[src/rtl/collapse_pkg.sv]
// Shared types and constants for the collapse-register bank reader.
package collapse_pkg;

  localparam int unsigned CELL_W  = 8;
  localparam int unsigned CNT_W   = 8;
  localparam int unsigned CNT_MAX = 255;
  localparam int unsigned POP_W   = 5;  // popcount of up to 16 cells

  typedef enum logic {
    OP_LOAD = 1'b0,
    OP_READ = 1'b1
  } op_e;

  typedef enum logic [1:0] {
    ST_OK        = 2'b00,
    ST_COLLAPSED = 2'b01,
    ST_BADIDX    = 2'b10,
    ST_ABORTED   = 2'b11
  } status_e;

  typedef enum logic [1:0] {
    S_IDLE   = 2'b00,
    S_STROBE = 2'b01,
    S_RESP   = 2'b10
  } state_e;

  // Add a small increment to the collapse counter, clamping at CNT_MAX.
  function automatic logic [CNT_W-1:0] sat_add(input logic [CNT_W-1:0] base,
                                               input logic [POP_W-1:0] inc);
    logic [CNT_W:0] sum;
    sum = {1'b0, base} + (CNT_W + 1)'(inc);
    if (sum > (CNT_W + 1)'(CNT_MAX)) begin
      return CNT_W'(CNT_MAX);
    end
    return sum[CNT_W-1:0];
  endfunction

endpackage

[src/rtl/collapse_bank_reader_fabric.sv]
// Entanglement fabric: sticky abort latch, partner mapping of collapse
// flags, rising-edge detection and the saturating collapse counter.
module collapse_peer_fabric
  import collapse_pkg::*;
#(
  parameter int unsigned N_CELLS = 4
) (
  input  logic               clk,
  input  logic               reset,
  input  logic               abort,
  input  logic [N_CELLS-1:0] self_collapsed,
  output logic [N_CELLS-1:0] peer_collapsed_c,
  output logic [N_CELLS-1:0] rise_c,
  output logic               abort_latched,
  output logic [CNT_W-1:0]   collapse_count
);

  logic [N_CELLS-1:0] self_q;
  logic [POP_W-1:0]   rise_cnt_c;

  // Each cell sees its pair partner's collapse flag, forced high after abort.
  for (genvar g = 0; g < N_CELLS; g++) begin : g_peer
    assign peer_collapsed_c[g] = self_collapsed[g ^ 1] | abort_latched;
  end

  assign rise_c = self_collapsed & ~self_q;

  // Number of cells that collapsed this cycle.
  always_comb begin
    rise_cnt_c = '0;
    for (int i = 0; i < N_CELLS; i++) begin
      rise_cnt_c = rise_cnt_c + POP_W'(rise_c[i]);
    end
  end

  // Registered copy for edge detection, sticky abort, saturating counter.
  always_ff @(posedge clk or posedge reset) begin
    if (reset) begin
      self_q         <= '0;
      abort_latched  <= 1'b0;
      collapse_count <= '0;
    end else begin
      self_q         <= self_collapsed;
      collapse_count <= sat_add(collapse_count, rise_cnt_c);
      if (abort) begin
        abort_latched <= 1'b1;
      end
    end
  end

endmodule

[src/rtl/collapse_bank_reader.sv]
// Initiator-side controller for a bank of entangled collapse-register cells.
// Turns single LOAD/READ requests into one-cycle init/read strobes, captures
// the addressed cell's result and tracks which cells are known collapsed.
// Optional build macro: COLLAPSE_READER_SCRUB_EN clears rsp_data on the
// response handshake edge; without it rsp_data holds until the next response.
module collapse_bank_reader
  import collapse_pkg::*;
#(
  parameter int unsigned N_CELLS = 4,
  parameter int unsigned IDX_W   = $clog2(N_CELLS)
) (
  input  logic                      clk,
  input  logic                      reset,
  input  logic                      req_valid,
  output logic                      req_ready,
  input  logic                      req_op,
  input  logic [IDX_W-1:0]          req_idx,
  input  logic [CELL_W-1:0]         req_data,
  output logic                      rsp_valid,
  input  logic                      rsp_ready,
  output logic [CELL_W-1:0]         rsp_data,
  output logic [1:0]                rsp_status,
  input  logic                      abort,
  output logic [N_CELLS-1:0]        cell_init,
  output logic [N_CELLS-1:0]        cell_read,
  output logic [CELL_W-1:0]         cell_value_in,
  input  logic [CELL_W*N_CELLS-1:0] cell_value_out,
  input  logic [N_CELLS-1:0]        cell_oe,
  input  logic [N_CELLS-1:0]        cell_self_collapsed,
  output logic [N_CELLS-1:0]        cell_peer_collapsed,
  output logic [N_CELLS-1:0]        consumed_mask,
  output logic [CNT_W-1:0]          collapse_count
);

  state_e             state;
  op_e                op_q;
  logic [IDX_W-1:0]   idx_q;

  logic               abort_latched;
  logic [N_CELLS-1:0] rise_c;

  logic               req_idx_ok_c;
  logic [N_CELLS-1:0] req_onehot_c;
  logic [N_CELLS-1:0] sel_onehot_c;
  logic [CELL_W-1:0]  sel_value_c;
  logic               sel_oe_c;
  logic               sel_self_c;
  logic               sel_peer_c;

  collapse_peer_fabric #(
    .N_CELLS (N_CELLS)
  ) u_fabric (
    .clk              (clk),
    .reset            (reset),
    .abort            (abort),
    .self_collapsed   (cell_self_collapsed),
    .peer_collapsed_c (cell_peer_collapsed),
    .rise_c           (rise_c),
    .abort_latched    (abort_latched),
    .collapse_count   (collapse_count)
  );

  // Decode the incoming request index; IDX_W may exceed the cell range.
  always_comb begin
    req_idx_ok_c = (32'(req_idx) < N_CELLS);
    req_onehot_c = '0;
    for (int i = 0; i < N_CELLS; i++) begin
      if (32'(req_idx) == 32'(i)) begin
        req_onehot_c[i] = 1'b1;
      end
    end
  end

  // Select the latched cell's result lines for the STROBE-exit sample.
  always_comb begin
    sel_onehot_c = '0;
    sel_value_c  = '0;
    for (int i = 0; i < N_CELLS; i++) begin
      if (32'(idx_q) == 32'(i)) begin
        sel_onehot_c[i] = 1'b1;
        sel_value_c     = cell_value_out[i*CELL_W +: CELL_W];
      end
    end
  end

  assign sel_oe_c   = |(cell_oe & sel_onehot_c);
  assign sel_self_c = |(cell_self_collapsed & sel_onehot_c);
  assign sel_peer_c = |(cell_peer_collapsed & sel_onehot_c);

  // Request FSM with registered strobes and response; rsp_data doubles as
  // the capture register for the read value.
  always_ff @(posedge clk or posedge reset) begin
    if (reset) begin
      state         <= S_IDLE;
      op_q          <= OP_LOAD;
      idx_q         <= '0;
      req_ready     <= 1'b1;
      rsp_valid     <= 1'b0;
      rsp_data      <= '0;
      rsp_status    <= ST_OK;
      cell_init     <= '0;
      cell_read     <= '0;
      cell_value_in <= '0;
      consumed_mask <= '0;
    end else begin
      consumed_mask <= consumed_mask | rise_c;
      case (state)
        S_IDLE: begin
          if (req_valid) begin
            req_ready <= 1'b0;
            op_q      <= op_e'(req_op);
            idx_q     <= req_idx;
            if (abort_latched) begin
              state      <= S_RESP;
              rsp_valid  <= 1'b1;
              rsp_status <= ST_ABORTED;
              rsp_data   <= '0;
            end else if (!req_idx_ok_c) begin
              state      <= S_RESP;
              rsp_valid  <= 1'b1;
              rsp_status <= ST_BADIDX;
              rsp_data   <= '0;
            end else begin
              state         <= S_STROBE;
              cell_value_in <= req_data;
              if (req_op) begin
                cell_read <= req_onehot_c;
              end else begin
                cell_init <= req_onehot_c;
              end
            end
          end
        end

        S_STROBE: begin
          cell_init <= '0;
          cell_read <= '0;
          state     <= S_RESP;
          rsp_valid <= 1'b1;
          if (op_q == OP_READ) begin
            // A read always consumes the cell, whether or not it answered.
            consumed_mask <= consumed_mask | rise_c | sel_onehot_c;
            if (sel_oe_c) begin
              rsp_status <= ST_OK;
              rsp_data   <= sel_value_c;
            end else begin
              rsp_status <= ST_COLLAPSED;
              rsp_data   <= '0;
            end
          end else begin
            rsp_data <= '0;
            if (sel_self_c || sel_peer_c) begin
              rsp_status    <= ST_COLLAPSED;
              consumed_mask <= consumed_mask | rise_c | sel_onehot_c;
            end else begin
              rsp_status <= ST_OK;
            end
          end
        end

        S_RESP: begin
          if (rsp_ready) begin
            rsp_valid <= 1'b0;
            req_ready <= 1'b1;
            state     <= S_IDLE;
`ifdef COLLAPSE_READER_SCRUB_EN
            rsp_data  <= '0;
`endif
          end
        end

        default: begin
          state     <= S_IDLE;
          req_ready <= 1'b1;
          rsp_valid <= 1'b0;
          cell_init <= '0;
          cell_read <= '0;
        end
      endcase
    end
  end

endmodule

[config.mk]
export PLATFORM = sky130hd
export DESIGN_NAME = collapse_bank_reader
export DESIGN_NICKNAME = d
export VERILOG_FILES = /design/src/rtl/collapse_pkg.sv /design/src/rtl/collapse_bank_reader_fabric.sv /design/src/rtl/collapse_bank_reader.sv
export SDC_FILE = /design/constraint.sdc
export NUM_CORES = 1
export LEC_CHECK = 0
export ABC_AREA = 0
export CORE_MARGIN = 5
export CORE_UTILIZATION = 40
export CTS_CLUSTER_DIAMETER = 150
export DETAILED_ROUTE_END_ITERATION = 8
export PLACE_DENSITY = 0.81
export SETUP_SLACK_MARGIN = 0.02
export SLEW_MARGIN = 20
export SYNTH_ARGS = -nofsm -noshare
export SYNTH_HDL_FRONTEND = slang
export SYNTH_SLANG_ARGS = --single-unit
[constraint.sdc]
create_clock -name clk -period 3.5 [get_ports clk]
set_clock_uncertainty 0.1 [all_clocks]
set_input_delay 0.7 -clock clk [delete_from_list [all_inputs] [get_ports clk]]
set_output_delay 0.7 -clock clk [all_outputs]
set_load 0.01 [all_outputs]
==> results of run 1 <==
-- through the flow --
stage	power (mW)	cell area, sq um	hold WS, ns
6_report	1.67	3700	0.376
5_1_grt	1.78	3700	0.397
4_1_cts	1.69	3700	0.380
3_5_place_dp	1.32	3600	0.357
3_3_place_gp	1.31	3600	0.345
2_1_floorplan	1.04	2490	0.395
-- logic make-up after synthesis --
kind of cell,count (synthesis),share of synthesized area (%)
DFF,50,50.2
and+or+nand+nor,44,11.2
AOI/OAI and AO/OA,38,12.3
buffers and inverters,30,5.02
muxes,30,17.1
adders and majority gates,7,4.11
-- state kept, by name (all words and copies together) (netlist names) --
signal / count
u_fabric.abort_latched: 1
consumed_mask: 4
rsp_status: 2
rsp_valid: 1
cell_init: 4
op_q: 1
u_fabric.collapse_count: 8
cell_read: 4
u_fabric.self_q: 4
state: 2
cell_value_in: 8
req_ready: 1
idx_q: 2
rsp_data: 8
-- layer usage --
layer / vias up / wire length, um / share of wire [%]
met5: - / 0 / 0
met4: 0 / 84 / 1.3
met3: 7 / 517 / 8.2
met2: 67 / 3080 / 49
met1: 948 / 2600 / 41
li1: 938 / - / -
-- worst paths after layout --
check,endpoint,depth (start not counted),slack [ns]
setup / recovery,u_fabric.collapse_count[7],13,0.28
hold / removal,consumed_mask[1],1,0.38
setup reg to reg,u_fabric.collapse_count[7],12,0.81
hold reg to reg,consumed_mask[1],1,0.38
max in group asynchronous,u_fabric.collapse_count[5],3,1.87
min in group asynchronous,u_fabric.self_q[0],2,0.74
-- area by class of cell --
type,count,area [sq um],share of cell area (%)
clock inverters,2,16.3,0.439
inverters,21,78.8,2.13
multi-input cells,119,1120,30.3
flip-flops and latches,50,1250,33.8
clock buffers,6,82.6,2.23
well taps,75,93.8,2.53
repair buffers,108,1060,28.6
-- where the power goes --
| group | switching, mW | internal, mW | total, mW |
|---|---|---|---|
| Clock | 0.195 | 0.163 | 0.358 |
| Sequential | 0.113 | 0.654 | 0.768 |
| Combinational | 0.212 | 0.334 | 0.546 |
| Total | 0.520 | 1.15 | 1.67 |
-- synth_stat cells (4+ instances only) --
cell type,count,area (sq um)
mux2_2,18,203
or2_2,7,43.8
mux4_2,8,180
ha_1,5,62.6
nand2b_1,4,25.0
nand2_1,6,22.5
dfrtp_1,49,1230
nor2_1,6,22.5
a21oi_1,4,20.0
o21ai_0,6,30.0
inv_1,21,78.8
nor2b_1,5,31.3
o2bb2ai_1,8,70.1
-- worst reg2reg max path: cells and delay by family (launching register included) --
kind / cells / cell delay [ns]
DFF: 1 / 0.37
and+or+nand+nor: 3 / 0.36
AOI/OAI and AO/OA: 1 / 0.24
buffers and inverters: 4 / 0.35
adders and majority gates: 4 / 1.19
==> results.yml, run 1 <==
min_path:
  hp-start: "consumed_mask[1]"
  hp-class: "reg2reg"
routing:
  dr.pass1.iters: 4
  drtIter0Drc: 34
  vias: 1960
  wirelength_um: 6280
  drc: 0
  ant_nets: 0
  routedWlPerCell_um: 16.5
  via_per_inst: 5.14
cells_and_area:
  layout_commonest_cell: "clkdlybuf4s50_1"
  final_cell_mix: "clkdlybuf4s50_1, dfrtp_1, inv_1"
  fillCellCount: 481
  final_util_pct: 61.8
  area_delta_synth_final_pct: 48.6
  stdcell_count: 381
  nets: 368
  antenna_cells: 0
  drive_gt1_share_pct: 18.6
floorplanning:
  rows: 28
  fp.dieW_um: 89.0
  start_util_pct: 41.6
  coreArea_sq_um: 5990
  chipHeight_um: 89.0
  dieArea_sq_um: 7910
  io_pins: 100
yosys:
  synth-seq-cells: 50
  synth_top_flop_cell: "dfrtp_1"
  async_flop_share_pct: 100
  synth.avg_cell_area_sq_um: 12.5
  synth_nets: 262
  synth.yosys.seq_area_share_pct: 50.2
  syn_inst: 199
  synth.cell_area_sq_um: 2490
  synth_edf_count: 0
  synthDistinctLibCells: 47
  yosysWarningCount: 0
worst_setup_path:
  reg2reg_from: "u_fabric.self_q[0]"
  crit_path_end_kind: "register"
  crit_family: "adder cells"
  slowest_stage: "clkdlybuf4s50_1"
  crit_fanout: 5
  path_buf_inv: 5
  path_class: "in2reg"
  cp.arrival_ns: 3.34
  worstPathRequired_ns: 3.62
  worstPathCellList: "clkdlybuf4s50_1 > nor2b_1 > ha_1 > inv_1 > fa_1 > inv_1 > ha_1 > inv_1 > fa_1 > nor2b_1 > buf_4 > nor3b_1 > a41oi_1"
  critPathMaxStageDelay_ns: 0.47
  crit_start: "cell_self_collapsed[0]"
  setup.worst_path.start_class: "input pin"
  cpMostUsedCell: "inv_1"
power_and_ir_drop:
  leakagePower_nw: 1.60
  power_density_nw_per_um2: 451
  peakVddDrop_uv: 323
cts:
  holdBufCountCts: 0
  htree_levels: 2
  clk_pin_slew_ns: 0.09
  cts_buffer_depth: 2
  clk_latency_ns: 0.30
  postCtsSetupBuffers: 0
  cts_buffers: 5
  clock-sinks: 50
  ctsResizeCount: 0
  ctsRootBufferMaster: "clkbuf_8"
  cts_tree: "built"
global_route:
  grt_overflow: 0
  grtUsageMet2_pct: 26.0
  use_met1_pct: 21.2
  grt_pass1_wl_um: 9890
  grt_antenna_before_repair: 0
  busiest_layer: "met2"
  grtUsageTotal_pct: 16.2
  use_met3_pct: 4.33
  first_global_vias: 2096
  grt_max_degree: 36
sta:
  max_slew_margin_pct: 52.0
  min_period_over_period_pct: 92.0
  worst_slew_pin_slew_ns: 0.720
  hold_viol: 0
  setup_slack_ns: 0.280
  rsz0062_at_grt: "no"
  tns_ns: 0
  timing.final.max_slew_violations: 0
  fmax_ghz: 0.311
  final.min_clock_period_ns: 3.22
  finalSetupViolCount: 0
placement:
  io_buffer_count: 99
  placed_cells: 373
  post-place-ws_ns: -0.0945
  hpwlAfterDp_um: 4840
  place.gp.congestion: 0.829
status:
  status: "finished clean"
run:
  maxCapViolCount: 0
No activity file was read; power rests on OpenSTA's default activity.
==> run 2: changes to the inputs <==
--- a/config.mk
+++ b/config.mk
@@ -6,11 +6,14 @@
 export NUM_CORES = 1
 export LEC_CHECK = 0
 export ABC_AREA = 0
+export CELL_PAD_IN_SITES_DETAIL_PLACEMENT = 1
+export CELL_PAD_IN_SITES_GLOBAL_PLACEMENT = 1
 export CORE_MARGIN = 5
-export CORE_UTILIZATION = 40
+export CORE_UTILIZATION = 33
 export CTS_CLUSTER_DIAMETER = 150
 export DETAILED_ROUTE_END_ITERATION = 8
-export PLACE_DENSITY = 0.81
+export GPL_ROUTABILITY_DRIVEN = 0
+export PLACE_DENSITY = 0.85
 export SETUP_SLACK_MARGIN = 0.02
 export SLEW_MARGIN = 20
 export SYNTH_ARGS = -nofsm -noshare
==> run 2 against run 1 <==
Flip-flop and latch count unchanged. Clock power increased by 16%. Setup slack got worse by 0.042 ns. Non-clock buffer count decreased by 2. Routed wire length increased by 15%. Sequential power about the same. Via count increased by 1.5%. Total power increased by 3.9%. Sequential share of layout area decreased by 0.29 points. Fmax decreased by 1.3%. Critical endpoint is now u_fabric.collapse_count[2]. Largest power group unchanged. Highest routed layer unchanged.
==> results.yml, run 2 (synthesized netlist as in run 1, its figures left out) <==
worst_setup_path:
  cpMostUsedCell: "inv_1"
  crit_fanout: 5
  slowest_stage: "clkdlybuf4s50_1"
  r2r_slack_ns: 0.76
  path_class: "in2reg"
  crit_path_end_kind: "register"
  critPathMaxStageDelay_ns: 0.48
  worstPathCellList: "clkdlybuf4s50_1 > nor2b_1 > ha_1 > inv_1 > fa_1 > inv_1 > ha_1 > inv_1 > fa_1 > nor2b_2 > buf_4 > o2111ai_2 > o21ai_0"
  worstPathRequired_ns: 3.63
  path_buf_inv: 5
  cp.arrival_ns: 3.40
  crit_family: "adder cells"
  reg2reg_from: "u_fabric.self_q[0]"
  worstRegToRegCells: 12
  rr_endpoint: "u_fabric.collapse_count[2]"
  setup.worst_path.start_class: "input pin"
routing:
  wirelength_um: 7250
  ant_nets: 0
  dr.pass1.iters: 4
  vias: 1989
  drtIter0Drc: 35
  routedWlPerCell_um: 18.0
  via_per_inst: 4.94
  drc: 0
cells_and_area:
  sequential_cell_area_sq_um: 1250
  reg_top3: "cell_value_in x8, rsp_data x8, u_fabric.collapse_count x8"
  layout_commonest_cell: "clkdlybuf4s50_1"
  nets: 366
  drive_gt1_share_pct: 18.4
  fillCellCount: 779
  multi_input_area_sq_um: 1120
  area_delta_synth_final_pct: 49.9
  antenna_cells: 0
  final_cell_mix: "clkdlybuf4s50_1, dfrtp_1, inv_1"
  final_util_pct: 51.3
min_path:
  hold_end: "consumed_mask[0]"
  hp-start: "consumed_mask[0]"
  hp-class: "reg2reg"
  hold_path_depth: 1
global_route:
  grt_overflow: 0
  grt_pass1_wl_um: 12100
  grtUsageTotal_pct: 16.0
  grt_max_degree: 34
  grt_antenna_before_repair: 0
  first_global_vias: 2272
power_and_ir_drop:
  leakagePower_nw: 1.59
  power_density_nw_per_um2: 465
  p_sw_uw: 540
  comb_power_share_pct: 31.7
  p_sw_share_pct: 31.1
  seqPwrFrac_pct: 44.3
  peakVddDrop_uv: 214
  clkPwrFrac_pct: 24.0
  p_int_mw: 1.20
sta:
  tns_ns: 0
  rsz0062_at_grt: "no"
  timing.final.max_slew_violations: 0
  fmax_ghz: 0.307
  hold_viol: 0
  hold_ws_ns: 0.378
  min_period_over_period_pct: 93.2
  finalSetupViolCount: 0
  final.min_clock_period_ns: 3.26
  max_slew_margin_pct: 55.0
  worst_slew_pin_slew_ns: 0.657
  setup_slack_ns: 0.238
floorplanning:
  fp.dieW_um: 96.9
  io_pins: 100
  dieArea_sq_um: 9400
  chipHeight_um: 96.9
  start_util_pct: 34.2
  rows: 31
  coreArea_sq_um: 7290
run:
  maxCapViolCount: 0
cts:
  clk_latency_ns: 0.30
  ctsRootBufferMaster: "clkbuf_8"
  clock-sinks: 50
  cts_buffers: 5
  clk_pin_slew_ns: 0.10
  htree_levels: 2
  cts_tree: "built"
  cts_buffer_depth: 2
  postCtsSetupBuffers: 0
placement:
  post-place-ws_ns: -0.191
  hpwlAfterDp_um: 5680
  io_buffer_count: 99
status:
  status: "finished clean"
[run 2: cell count changes in the layout (fill, tap and decap cells not counted), sizes merged]
cell	delta
inv	-1
clkinvlp	+1
clkbuf	-1
bufinv	+1
buf	-2
[run 2: what timing repair did]
action,in CTS,in global routing
hold buffers,0,0
endpoints found under the setup margin,0,5
gates resized for setup,0,2
[run 2: power groups by stage]
stage,clock [mW],combinational [mW],sequential (mW)
3_5_place_dp,0,0.550,0.782
6_report,0.417,0.550,0.770
3_3_place_gp,0,0.530,0.776
5_1_grt,0.459,0.607,0.790
4_1_cts,0.435,0.554,0.771
2_1_floorplan,0,0.284,0.754
[run 2: worst reg2reg max path, cell delays in order, from the launching register on]
cell and delay [ns]:
dfrtp_1 0.38, nor2b_1 0.16, ha_1 0.25, inv_1 0.08, fa_1 0.41, inv_1 0.07
ha_1 0.17, inv_1 0.06, fa_1 0.38, nor2b_2 0.17, buf_4 0.16, o2111ai_2 0.16
o21ai_0 0.12
[run 2: area by class of cell]
cell class | count | share of cell area [%]
inverters | 21 | 2.11
flip-flops and latches | 50 | 33.5
clock inverters | 3 | 1.21
multi-input cells | 119 | 30.1
repair buffers | 106 | 27.9
clock buffers | 5 | 1.84
well taps | 99 | 3.31
[run 2: worst max path at each step]
stage / to / cells after the start / slack (ns) / from
after floorplan: u_fabric.collapse_count[6] / 11 / 0.44 / cell_self_collapsed[0]
after global placement: u_fabric.collapse_count[2] / 13 / -0.06 / cell_self_collapsed[0]
after detailed placement: u_fabric.collapse_count[2] / 13 / -0.19 / cell_self_collapsed[1]
after CTS: u_fabric.collapse_count[2] / 13 / 0.14 / cell_self_collapsed[1]
after global routing: u_fabric.collapse_count[3] / 13 / 0.04 / cell_self_collapsed[1]
final: u_fabric.collapse_count[2] / 13 / 0.24 / cell_self_collapsed[1]
[run 2: metal layers]
| metal | vias to the layer above | routed length (um) | GRT usage (%) |
|---|---|---|---|
| li1 | 926 | - | - |
| met1 | 997 | 3060 | 19.3 |
| met2 | 55 | 3800 | 28.4 |
| met3 | 11 | 275 | 3.53 |
| met4 | 0 | 125 | 4.54 |
| met5 | - | 0 | 0 |
[run 2: through the flow]
stage	power [mW]	instances	cell area [sq um]
finish	1.74	403	3740
global route	1.86	403	3740
CTS	1.76	403	3730
detailed placement	1.33	395	3610
global placement	1.31	395	3610
floorplan	1.04	199	2490
